$ cat src/rtl/control_unit_pkg.sv
// Shared ISA definitions for the hardwired control unit: opcodes, ALU/FPU
// one-hot bit positions, FPU function codes, T-step state encodings and
// instruction classes produced by the decoder.
package control_unit_pkg;

  // Opcodes, ir[31:27]
  localparam logic [4:0] OP_LD   = 5'd0;
  localparam logic [4:0] OP_LDI  = 5'd1;
  localparam logic [4:0] OP_ST   = 5'd2;
  localparam logic [4:0] OP_ADD  = 5'd3;
  localparam logic [4:0] OP_SUB  = 5'd4;
  localparam logic [4:0] OP_SHR  = 5'd5;
  localparam logic [4:0] OP_SHL  = 5'd6;
  localparam logic [4:0] OP_ROR  = 5'd7;
  localparam logic [4:0] OP_ROL  = 5'd8;
  localparam logic [4:0] OP_AND  = 5'd9;
  localparam logic [4:0] OP_OR   = 5'd10;
  localparam logic [4:0] OP_ADDI = 5'd11;
  localparam logic [4:0] OP_ANDI = 5'd12;
  localparam logic [4:0] OP_ORI  = 5'd13;
  localparam logic [4:0] OP_MUL  = 5'd14;
  localparam logic [4:0] OP_DIV  = 5'd15;
  localparam logic [4:0] OP_NEG  = 5'd16;
  localparam logic [4:0] OP_NOT  = 5'd17;
  localparam logic [4:0] OP_BR   = 5'd18;
  localparam logic [4:0] OP_JR   = 5'd19;
  localparam logic [4:0] OP_JAL  = 5'd20;
  localparam logic [4:0] OP_MFHI = 5'd23;
  localparam logic [4:0] OP_MFLO = 5'd24;
  localparam logic [4:0] OP_HALT = 5'd26;
  localparam logic [4:0] FPU_OPCODE_DEF = 5'b11011;

  // alu_select bit positions {not,neg,div,mul,or,and,rol,ror,shl,shr,sub,add}
  localparam int ALU_ADD = 0;
  localparam int ALU_SUB = 1;
  localparam int ALU_SHR = 2;
  localparam int ALU_SHL = 3;
  localparam int ALU_ROR = 4;
  localparam int ALU_ROL = 5;
  localparam int ALU_AND = 6;
  localparam int ALU_OR  = 7;
  localparam int ALU_MUL = 8;
  localparam int ALU_DIV = 9;
  localparam int ALU_NEG = 10;
  localparam int ALU_NOT = 11;

  // FPU function codes, ir[3:0]; also the fpu_select bit position
  localparam logic [3:0] FPU_MVRF = 4'd0;
  localparam logic [3:0] FPU_MVFR = 4'd1;
  localparam logic [3:0] FPU_CRF  = 4'd2;
  localparam logic [3:0] FPU_CFR  = 4'd3;
  localparam logic [3:0] FPU_CURF = 4'd4;
  localparam logic [3:0] FPU_CUFR = 4'd5;
  localparam logic [3:0] FPU_FADD = 4'd6;
  localparam logic [3:0] FPU_FSUB = 4'd7;
  localparam logic [3:0] FPU_FMUL = 4'd8;
  localparam logic [3:0] FPU_FRC  = 4'd9;
  localparam logic [3:0] FPU_FGT  = 4'd10;
  localparam logic [3:0] FPU_FEQ  = 4'd11;
  localparam logic [3:0] FPU_NFUNC = 4'd12;

  // Sequencer T-steps
  localparam logic [2:0] ST_RESET_IDLE = 3'd0;
  localparam logic [2:0] ST_T0         = 3'd1;
  localparam logic [2:0] ST_T1         = 3'd2;
  localparam logic [2:0] ST_T2         = 3'd3;
  localparam logic [2:0] ST_T3         = 3'd4;
  localparam logic [2:0] ST_T4         = 3'd5;
  localparam logic [2:0] ST_T5         = 3'd6;
  localparam logic [2:0] ST_HALT       = 3'd7;

  typedef enum logic [3:0] {
    CLS_NOP, CLS_ALU_R, CLS_ALU_I, CLS_ALU_U, CLS_MULDIV, CLS_MFHI, CLS_MFLO,
    CLS_LD, CLS_ST, CLS_BR, CLS_JR, CLS_JAL, CLS_FPU, CLS_HALT
  } instr_class_e;

  // FPU functions whose result lands in the integer register file
  function automatic logic fpu_writes_rf(input logic [3:0] func);
    return (func == FPU_MVFR) || (func == FPU_CFR) || (func == FPU_CUFR) ||
           (func == FPU_FGT)  || (func == FPU_FEQ);
  endfunction

endpackage

$ cat src/rtl/control_unit_decode.sv
// Combinational opcode decoder: maps ir[31:27] to an instruction class and
// the one-hot ALU operation used during that instruction's T3 step.
module control_decode
  import control_unit_pkg::*;
#(
  parameter logic [4:0] FPU_OPCODE = FPU_OPCODE_DEF
) (
  input  logic [4:0]   opcode_i,
  output instr_class_e cls_o,
  output logic [11:0]  alu_sel_o
);

  // Opcode to class and ALU op; anything unlisted decodes as a no-op
  always_comb begin
    cls_o     = CLS_NOP;
    alu_sel_o = '0;
    if (opcode_i == FPU_OPCODE) begin
      cls_o = CLS_FPU;
    end else begin
      case (opcode_i)
        OP_ADD:  begin cls_o = CLS_ALU_R;  alu_sel_o[ALU_ADD] = 1'b1; end
        OP_SUB:  begin cls_o = CLS_ALU_R;  alu_sel_o[ALU_SUB] = 1'b1; end
        OP_SHR:  begin cls_o = CLS_ALU_R;  alu_sel_o[ALU_SHR] = 1'b1; end
        OP_SHL:  begin cls_o = CLS_ALU_R;  alu_sel_o[ALU_SHL] = 1'b1; end
        OP_ROR:  begin cls_o = CLS_ALU_R;  alu_sel_o[ALU_ROR] = 1'b1; end
        OP_ROL:  begin cls_o = CLS_ALU_R;  alu_sel_o[ALU_ROL] = 1'b1; end
        OP_AND:  begin cls_o = CLS_ALU_R;  alu_sel_o[ALU_AND] = 1'b1; end
        OP_OR:   begin cls_o = CLS_ALU_R;  alu_sel_o[ALU_OR]  = 1'b1; end
        OP_ADDI, OP_LDI:
                 begin cls_o = CLS_ALU_I;  alu_sel_o[ALU_ADD] = 1'b1; end
        OP_ANDI: begin cls_o = CLS_ALU_I;  alu_sel_o[ALU_AND] = 1'b1; end
        OP_ORI:  begin cls_o = CLS_ALU_I;  alu_sel_o[ALU_OR]  = 1'b1; end
        OP_NEG:  begin cls_o = CLS_ALU_U;  alu_sel_o[ALU_NEG] = 1'b1; end
        OP_NOT:  begin cls_o = CLS_ALU_U;  alu_sel_o[ALU_NOT] = 1'b1; end
        OP_MUL:  begin cls_o = CLS_MULDIV; alu_sel_o[ALU_MUL] = 1'b1; end
        OP_DIV:  begin cls_o = CLS_MULDIV; alu_sel_o[ALU_DIV] = 1'b1; end
        OP_LD:   begin cls_o = CLS_LD;     alu_sel_o[ALU_ADD] = 1'b1; end
        OP_ST:   begin cls_o = CLS_ST;     alu_sel_o[ALU_ADD] = 1'b1; end
        OP_BR:   begin cls_o = CLS_BR;     alu_sel_o[ALU_ADD] = 1'b1; end
        OP_JAL:  begin cls_o = CLS_JAL;    alu_sel_o[ALU_ADD] = 1'b1; end
        OP_JR:   cls_o = CLS_JR;
        OP_MFHI: cls_o = CLS_MFHI;
        OP_MFLO: cls_o = CLS_MFLO;
        OP_HALT: cls_o = CLS_HALT;
        default: cls_o = CLS_NOP;
      endcase
    end
  end

endmodule

$ cat src/rtl/control_unit.sv
// Hardwired Moore sequencer for the cpu datapath. Steps T0..T5 fetch, decode
// and execute one instruction per pass; outputs are a pure decode of the
// current step and ir. HALT is sticky until clr.
module control_unit
  import control_unit_pkg::*;
#(
  parameter logic [4:0] FPU_OPCODE  = FPU_OPCODE_DEF,
  parameter bit          BRANCH_TAKE = 1'b1
) (
  input  logic        clk,
  input  logic        clr,
  input  logic [31:0] ir,
  input  logic        branch_condition,
  output logic        ir_en,
  output logic        pc_increment,
  output logic        pc_in_alu,
  output logic        pc_in_rf_a,
  output logic        ma_in_pc,
  output logic        ma_in_alu,
  output logic        alu_a_in_rf,
  output logic        alu_a_in_pc,
  output logic        alu_b_in_rf,
  output logic        alu_b_in_constant,
  output logic        lo_en,
  output logic        hi_en,
  output logic        memory_en,
  output logic        rf_in_alu,
  output logic        rf_in_hi,
  output logic        rf_in_lo,
  output logic        rf_in_memory,
  output logic        rf_in_fpu,
  output logic [11:0] alu_select,
  output logic [11:0] fpu_select,
  output logic        fpu_mode,
  output logic        run
);

  logic [2:0]   state_q, state_d;
  instr_class_e cls;
  logic [11:0]  dec_alu_sel;
  logic [3:0]   fpu_func;
  logic         unused_ir;

  assign fpu_func  = ir[3:0];
  assign unused_ir = ^ir[26:4];

  control_decode #(.FPU_OPCODE(FPU_OPCODE)) u_decode (
    .opcode_i  (ir[31:27]),
    .cls_o     (cls),
    .alu_sel_o (dec_alu_sel)
  );

  // State register; clr abandons any partial instruction immediately
  always_ff @(posedge clk or posedge clr) begin
    if (clr) state_q <= ST_RESET_IDLE;
    else     state_q <= state_d;
  end

  // T-step sequencing; instruction length is chosen in T3 and T4
  always_comb begin
    state_d = state_q;
    case (state_q)
      ST_RESET_IDLE: state_d = ST_T0;
      ST_T0:         state_d = ST_T1;
      ST_T1:         state_d = ST_T2;
      ST_T2:         state_d = ST_T3;
      ST_T3: begin
        if (cls == CLS_HALT)                                     state_d = ST_HALT;
        else if (cls == CLS_LD || cls == CLS_ST || cls == CLS_JAL) state_d = ST_T4;
        else                                                     state_d = ST_T0;
      end
      ST_T4:   state_d = (cls == CLS_LD) ? ST_T5 : ST_T0;
      ST_T5:   state_d = ST_T0;
      ST_HALT: state_d = ST_HALT;
      default: state_d = ST_RESET_IDLE;
    endcase
  end

  // Per-step control decode; everything defaults low so idle/halt drive nothing
  always_comb begin
    ir_en = 1'b0;  pc_increment = 1'b0;  pc_in_alu = 1'b0;  pc_in_rf_a = 1'b0;
    ma_in_pc = 1'b0;  ma_in_alu = 1'b0;
    alu_a_in_rf = 1'b0;  alu_a_in_pc = 1'b0;  alu_b_in_rf = 1'b0;  alu_b_in_constant = 1'b0;
    lo_en = 1'b0;  hi_en = 1'b0;  memory_en = 1'b0;
    rf_in_alu = 1'b0;  rf_in_hi = 1'b0;  rf_in_lo = 1'b0;  rf_in_memory = 1'b0;  rf_in_fpu = 1'b0;
    alu_select = '0;  fpu_select = '0;  fpu_mode = 1'b0;
    run = (state_q != ST_RESET_IDLE) && (state_q != ST_HALT);
    case (state_q)
      ST_T0: begin pc_increment = 1'b1; ma_in_pc = 1'b1; end
      ST_T2: ir_en = 1'b1;
      ST_T3: begin
        alu_select = dec_alu_sel;
        case (cls)
          CLS_ALU_R:  begin alu_a_in_rf = 1'b1; alu_b_in_rf = 1'b1; rf_in_alu = 1'b1; end
          CLS_ALU_I:  begin alu_a_in_rf = 1'b1; alu_b_in_constant = 1'b1; rf_in_alu = 1'b1; end
          CLS_ALU_U:  begin alu_a_in_rf = 1'b1; rf_in_alu = 1'b1; end
          CLS_MULDIV: begin alu_a_in_rf = 1'b1; alu_b_in_rf = 1'b1; lo_en = 1'b1; hi_en = 1'b1; end
          CLS_MFHI:   rf_in_hi = 1'b1;
          CLS_MFLO:   rf_in_lo = 1'b1;
          CLS_LD, CLS_ST:
                      begin alu_a_in_rf = 1'b1; alu_b_in_constant = 1'b1; ma_in_alu = 1'b1; end
          CLS_BR: begin
            alu_a_in_pc = 1'b1;
            alu_b_in_constant = 1'b1;
            pc_in_alu = BRANCH_TAKE ? branch_condition : 1'b0;
          end
          CLS_JR:     pc_in_rf_a = 1'b1;
          CLS_JAL:    begin alu_a_in_pc = 1'b1; alu_b_in_constant = 1'b1; rf_in_alu = 1'b1; end
          CLS_FPU: begin
            if (fpu_func < FPU_NFUNC) begin
              fpu_mode   = 1'b1;
              fpu_select = 12'd1 << fpu_func;
              rf_in_fpu  = fpu_writes_rf(fpu_func);
            end
          end
          default: ;
        endcase
      end
      ST_T4: begin
        if (cls == CLS_ST)  memory_en  = 1'b1;
        if (cls == CLS_JAL) pc_in_rf_a = 1'b1;
      end
      ST_T5: if (cls == CLS_LD) rf_in_memory = 1'b1;
      default: ;
    endcase
  end

endmodule

$ cat config.mk
export PLATFORM = sky130hd
export DESIGN_NAME = control_unit
export DESIGN_NICKNAME = d
export VERILOG_FILES = /design/src/rtl/control_unit_pkg.sv /design/src/rtl/control_unit_decode.sv /design/src/rtl/control_unit.sv
export SDC_FILE = /design/constraint.sdc
export NUM_CORES = 1
export LEC_CHECK = 0
export CELL_PAD_IN_SITES_DETAIL_PLACEMENT = 0
export CELL_PAD_IN_SITES_GLOBAL_PLACEMENT = 1
export CORE_ASPECT_RATIO = 1.75
export CORE_UTILIZATION = 17
export DETAILED_ROUTE_END_ITERATION = 8
export PLACE_DENSITY_LB_ADDON = 0.12
export SLEW_MARGIN = 0
export SYNTH_ARGS = -nofsm -noshare
export SYNTH_HDL_FRONTEND = slang
export SYNTH_SLANG_ARGS = --single-unit
$ cat constraint.sdc
create_clock -name clk -period 1.4 [get_ports clk]
set_clock_uncertainty 0.2 [all_clocks]
set_input_delay 0.14 -clock clk [delete_from_list [all_inputs] [get_ports clk]]
set_output_delay 0.14 -clock clk [all_outputs]
set_load 0.03 [all_outputs]
Word-level counts from Yosys, hierarchy flattened
Index checks and enable logic that the tools add are counted.
{ "word_totals": {"ff_bits": 3, "inputBits": 35, "out_inout_bits": 44} }
{ "op_classes": {"order_cmp": 1, "n_eq_ne": 50, "n_shift": 1, "mux": 58, "reduce_logical": 24} }
{ "op_table": {"columns": ["operator", "n"], "rows": [
  ["$mux 12", 5],
  ["$pmux 4 s12", 1],
  ["$mux 1", 46],
  ["$eq 5x5->1 const B", 9],
  ["$eq 5x4->1 const B", 8],
  ["$eq 4x4->1 const B", 8],
  ["$pmux 3 s7", 1],
  ["$eq 4x3->1 const B", 5],
  ["$eq 5x3->1 const B", 4],
  ["$reduce_or 2->1", 8],
  ["$eq 3x3->1 const B", 4],
  ["$eq 4x2->1 const B", 3],
  ["$shl 1x4->12 const A", 1],
  ["$eq 5x2->1 const B", 2],
  ["$mux 3", 3],
  ["$eq 4x1->1 const B", 2],
  ["$reduce_or 4->1", 2],
  ["$reduce_or 8->1", 1],
  ["$reduce_or 7->1", 1],
  ["$eq 3x2->1 const B", 2],
  ["$logic_or 1x1->1", 6],
  ["$reduce_or 6->1", 1],
  ["$eq 5x1->1 const B", 1],
  ["$logic_not 5->1", 1],
  ["9 further kinds", 9]
]} }

Depth between registers and ports, before layout
{ "depth": {"depth_word": 10, "ltp_mapped": 5, "ltp_nobuf": 3} }

Hierarchy
From an unflattened synthesis, not the netlist that was laid out.
{ "unflattened": {"cells_unflattened": 160, "area_unflattened_um2": 988.4} }
{ "by_module_without_submodules": {"columns": ["mod", "n_inst", "cells_per_inst", "area_per_inst_um2", "seq_area_each_um2"], "rows": [
  ["control_unit", 1, 103, 639.4, 75.1],
  ["control_decode", 1, 57, 349.1, 0.0]
]} }

Worst setup path after synthesis
OpenSTA, ideal clock, no wires.
{ "synth_path": {"kind": "register to output", "startpoint": "reg state_q[1]", "endpoint": "out alu_b_in_rf", "t_arrival_ns": 2.352, "setup_slack_ns": -1.292, "path_stages_with_launch": 5, "cell_sequence": "dfrtp_1 buf_6 nand2b_1 nand2b_4 a2111oi_0"} }
{ "synth_between": {"elab_chain_cells": 2} }
{ "synth_rtl": {"columns": ["item", "line_no", "rtl"], "rows": [
  ["start: declaration", "control_unit.sv:38", "logic [2:0] state_q, state_d;"],
  ["start signal: assignment", "control_unit.sv:56", "else state_q <= state_d;"],
  ["$eq 3x3->1", "control_unit.sv:88", "case (state_q)"],
  ["$mux 1", "control_unit.sv:88", null],
  ["end: declaration", "control_unit.sv:22", "output logic alu_b_in_rf,"]
]} }
Every way passes these cells.

Worst setup path after layout
{ "layout_path": {"startpoint": "reg state_q[1]", "endpoint": "out fpu_select[0]"} }
{ "layout_between": {"elab_chain_cells": 2} }
{ "layout_rtl": {"columns": ["item", "line_no", "rtl"], "rows": [
  ["$eq 3x3->1", "control_unit.sv:88", null],
  ["$mux 12", "control_unit.sv:88", null],
  ["end: declaration", "control_unit.sv:33", "output logic [11:0] fpu_select,"]
]} }
Every way passes these cells.

==> results <==
## routing by layer
| layer | vias up | share of wire | GRT usage |
|---|---|---|---|
| li1 | 678 | - | - |
| met3 | 2 | 0.034 | 0.01747 |
| met2 | 37 | 0.59 | 0.3002 |
| met1 | 641 | 0.37 | 0.1620 |
| met5 | - | 0 | 0 |
| met4 | 0 | 0.0054 | 0.01829 |
## cell usage in the layout, fill, tap and decap left out, types with 2 or more instances in the layout
cell / Yosys / layout
nor3_2: 0 / 2
inv_2: 0 / 2
buf_8: 0 / 2
nand3_4: 0 / 2
clkbuf_8: 0 / 3
buf_2: 9 / 3
clkdlybuf4s50_1: 0 / 6
nand3b_1: 2 / 2
dfrtp_2: 0 / 2
o31ai_2: 0 / 2
a31oi_4: 0 / 2
nand2_2: 0 / 2
nor2_4: 0 / 7
nor2_1: 18 / 11
buf_12: 0 / 6
nand4_1: 2 / 2
a21oi_4: 0 / 3
nor3b_4: 1 / 2
buf_4: 4 / 38
buf_6: 1 / 52
nor3_4: 0 / 8
nand4b_1: 2 / 2
nor4b_4: 0 / 2
nor4_4: 0 / 9
a211o_1: 2 / 2
a21oi_1: 6 / 3
nand2b_4: 1 / 3
xnor2_1: 2 / 2
nand2b_1: 5 / 3
nand2_1: 12 / 8
o31a_1: 2 / 2
## critical path, delay by kind of cell (launching register included)
family	cells	cell delay, ns
and+or+nand+nor	3	0.67
DFF	1	0.43
buffers and inverters	2	0.28
## timing repair
action	in CTS	in global routing
endpoints found under the setup margin	47	47
hold buffers	1	0
buffers inserted	8	8
pin swaps	19	11
gates resized for setup	91	36
hold endpoints to repair	3	0
cloned	1	0
## area by class of cell
class / count / area (um^2) / area share
clock buffer: 4 / 45.04 / 0.01773
inverter: 5 / 25.02 / 0.009852
multi-input combinational: 109 / 1210 / 0.4764
sequential: 3 / 77.57 / 0.03054
tap: 54 / 67.56 / 0.02660
timing repair buffer: 109 / 1115 / 0.4389
## power by group through the flow
| stage | Sequential, W | Combinational, W | Clock [W] |
|---|---|---|---|
| finish | 0.000201 | 0.00203 | 0.000264 |
| floorplan | 0.000152 | 0.000843 | 0 |
| global route | 0.000210 | 0.00214 | 0.000281 |
| global placement | 0.000188 | 0.00141 | 0 |
| CTS | 0.000198 | 0.00182 | 0.000260 |
| detailed placement | 0.000185 | 0.00141 | 0 |
## cell families after synthesis
group / Yosys count
DFF: 3
muxes: 1
xor gates and xnor gates: 3
AOI/OAI and AO/OA: 22
and+or+nand+nor: 83
buffers and inverters: 20
## worst max-delay path by stage
stage                                 to  cells past startpoint
after global placement         memory_en                      5
after detailed placement       memory_en                      5
after global routing       fpu_select[0]                      5
final                      fpu_select[0]                      5
after CTS                  fpu_select[4]                      4
after floorplan           fpu_select[11]                      4
## synth_stat cells, types with 3 or more instances
library cell	n	area (um^2)
nor2_1	18	67.56
nand2_1	12	45.04
nor3_1	11	55.05
buf_2	9	45.04
nor4_1	9	56.30
a21oi_1	6	30.03
inv_1	5	18.77
nand2b_1	5	31.28
buf_4	4	30.03
dfrtp_1	3	75.07
nand3_1	3	15.01
## through the flow
| stage | setup WS, ns | instance area, um^2 | std cells | util |
|---|---|---|---|---|
| after floorplan | -0.3751 | 1209 | 132 | - |
| after global placement | -0.7524 | 1984 | 265 | 0.4021 |
| after detailed placement | -0.7337 | 1984 | 265 | 0.4021 |
| after CTS | -0.5451 | 2362 | 279 | 0.4787 |
| after global routing | -0.6185 | 2540 | 284 | 0.5147 |
| final | -0.5449 | 2540 | 284 | 0.5147 |
==> results.py <==
metrics = {
    "run_status": {
        "status": "finished, violations left",
        "violations": "negative setup slack",
    },
    "sta": {
        "hold_slack_ns": 0.1923,
        "slew_viol_final": 0,
        "finalHoldViolations": 0,
        "slew_headroom": 0.8190,
        "max_freq_mhz": 514.2,
        "setup_slack_ns": -0.5449,
        "rsz0062_at_grt": "yes",
        "finalCritPeriodShare": 1.389,
        "min_period_ns": 1.945,
        "setup_tns_ns": -19.35,
        "worstMarginPinSlew_ns": 0.2639,
        "finalSetupViolCount": 47,
    },
    "die": {
        "initial_core_util": 0.1747,
        "core_um2": 4935,
        "chipWidth_um": 55.83,
        "row_count": 34,
        "die_area_um2": 5371,
        "io_pins": 79,
        "fp.dieH_um": 96.21,
    },
    "finish": {
        "syn_to_final_growth_pct": 194.6,
        "reg_top3": "state_q (3)",
        "num-nets-final": 266,
        "regMostFlops": "state_q",
        "antenna_cells": 0,
        "largest_register_ffs": 3,
        "drive_gt1_frac": 0.7217,
        "fillCellCount": 471,
    },
    "clock_network": {
        "clkTransAtPathRegs_ns": 0.03,
        "cts_made_buffers": 3,
        "h-tree-depth": 1,
        "clock-sinks": 3,
        "clock-root-buffer": "clkbuf_8",
        "cts_tree": "built",
        "cts.path.max_buffers": 2,
        "worstSkewPairLatency_ns": 0.22,
    },
    "placed_design": {
        "io_buffers": 55,
        "hpwl_um": 3107,
        "gp_congestion": 0.7982,
    },
    "worst_hold_path": {
        "min_to": "state_q[2]",
        "min_path_type": "primary input to flip-flop",
        "hold_depth": 3,
        "hp-start": "ir[27]",
    },
    "yosys": {
        "synth_top_family_by_area": "simple AND/OR/NAND/NOR gates",
        "synth_cells": 132,
        "seq_area_frac_synth": 0.08708,
        "yosys.area_share.adder": 0,
        "syn-cell-area_um2": 862.1,
        "synth_flop_cell": "dfrtp_1",
        "ys_async_sr_fraction": 1.000,
        "synth_xor_area_frac": 0.03048,
        "synthMuxAreaShare": 0.01161,
        "avgSynthCellArea_um2": 6.531,
        "synth-simple-area-share": 0.5675,
        "synth-compound-area-share": 0.1771,
        "ys_types": 45,
        "synthesis.nets": 167,
        "ys_seq_elements": 3,
        "synth-edff-count": 0,
        "synth_warnings": 0,
    },
    "routing": {
        "drt_wl_total_um": 4086,
        "vias": 1358,
        "antenna_left": 0,
        "drt-vias-per-instance": 4.782,
        "first_pass_iters": 4,
        "avgRoutedWirePerCell_um": 14.39,
        "drc_errors": 0,
        "drt_iter0_drc": 9,
    },
    "critical_path": {
        "crit_path_start_kind": "flip-flop",
        "cp-end-kind": "output port",
        "ff2ff_path_depth": 4,
        "path_class": "flip-flop to output port",
        "rr_startpoint": "state_q[0]",
        "cp_max_fo": 5,
        "critPathArrivalTime_ns": 1.60,
        "critPathSlowestCell": "dfrtp_2",
        "reg2reg_slack_ns": -0.19,
        "required_ns": 1.06,
        "cp-startpoint": "state_q[1]",
        "worstPathCellList": "and4bb_4, buf_4, nand3_4, nor3_4, buf_6",
        "rr_endpoint": "state_q[1]",
        "cpPeakStageDelay_ns": 0.43,
    },
    "power_and_ir_drop": {
        "p_int_w": 0.001388,
        "swShare": 0.4431,
        "power_density_nw_per_um2": 981.6,
        "combPwrFrac": 0.814,
        "pwr-share-seq": 0.080,
        "ir_worst_vdd_v": 0.001138,
        "finalPower_w": 0.002493,
        "pwr-share-clk": 0.106,
        "p_leak_nw": 1.002,
        "switchingPower_w": 0.001105,
    },
    "global_route": {
        "grt_pass1_vias": 1356,
        "gr-total-overflow": 0,
        "grt_pass1_wl_um": 6327,
        "grt_usage": 0.1462,
        "antenna_found_initial": 0,
        "grt_start_max_net_pins": 13,
    },
    "run": {
        "maxCapViolCount": 0,
    },
}
Note: power is estimated with default switching activity, not from simulation.
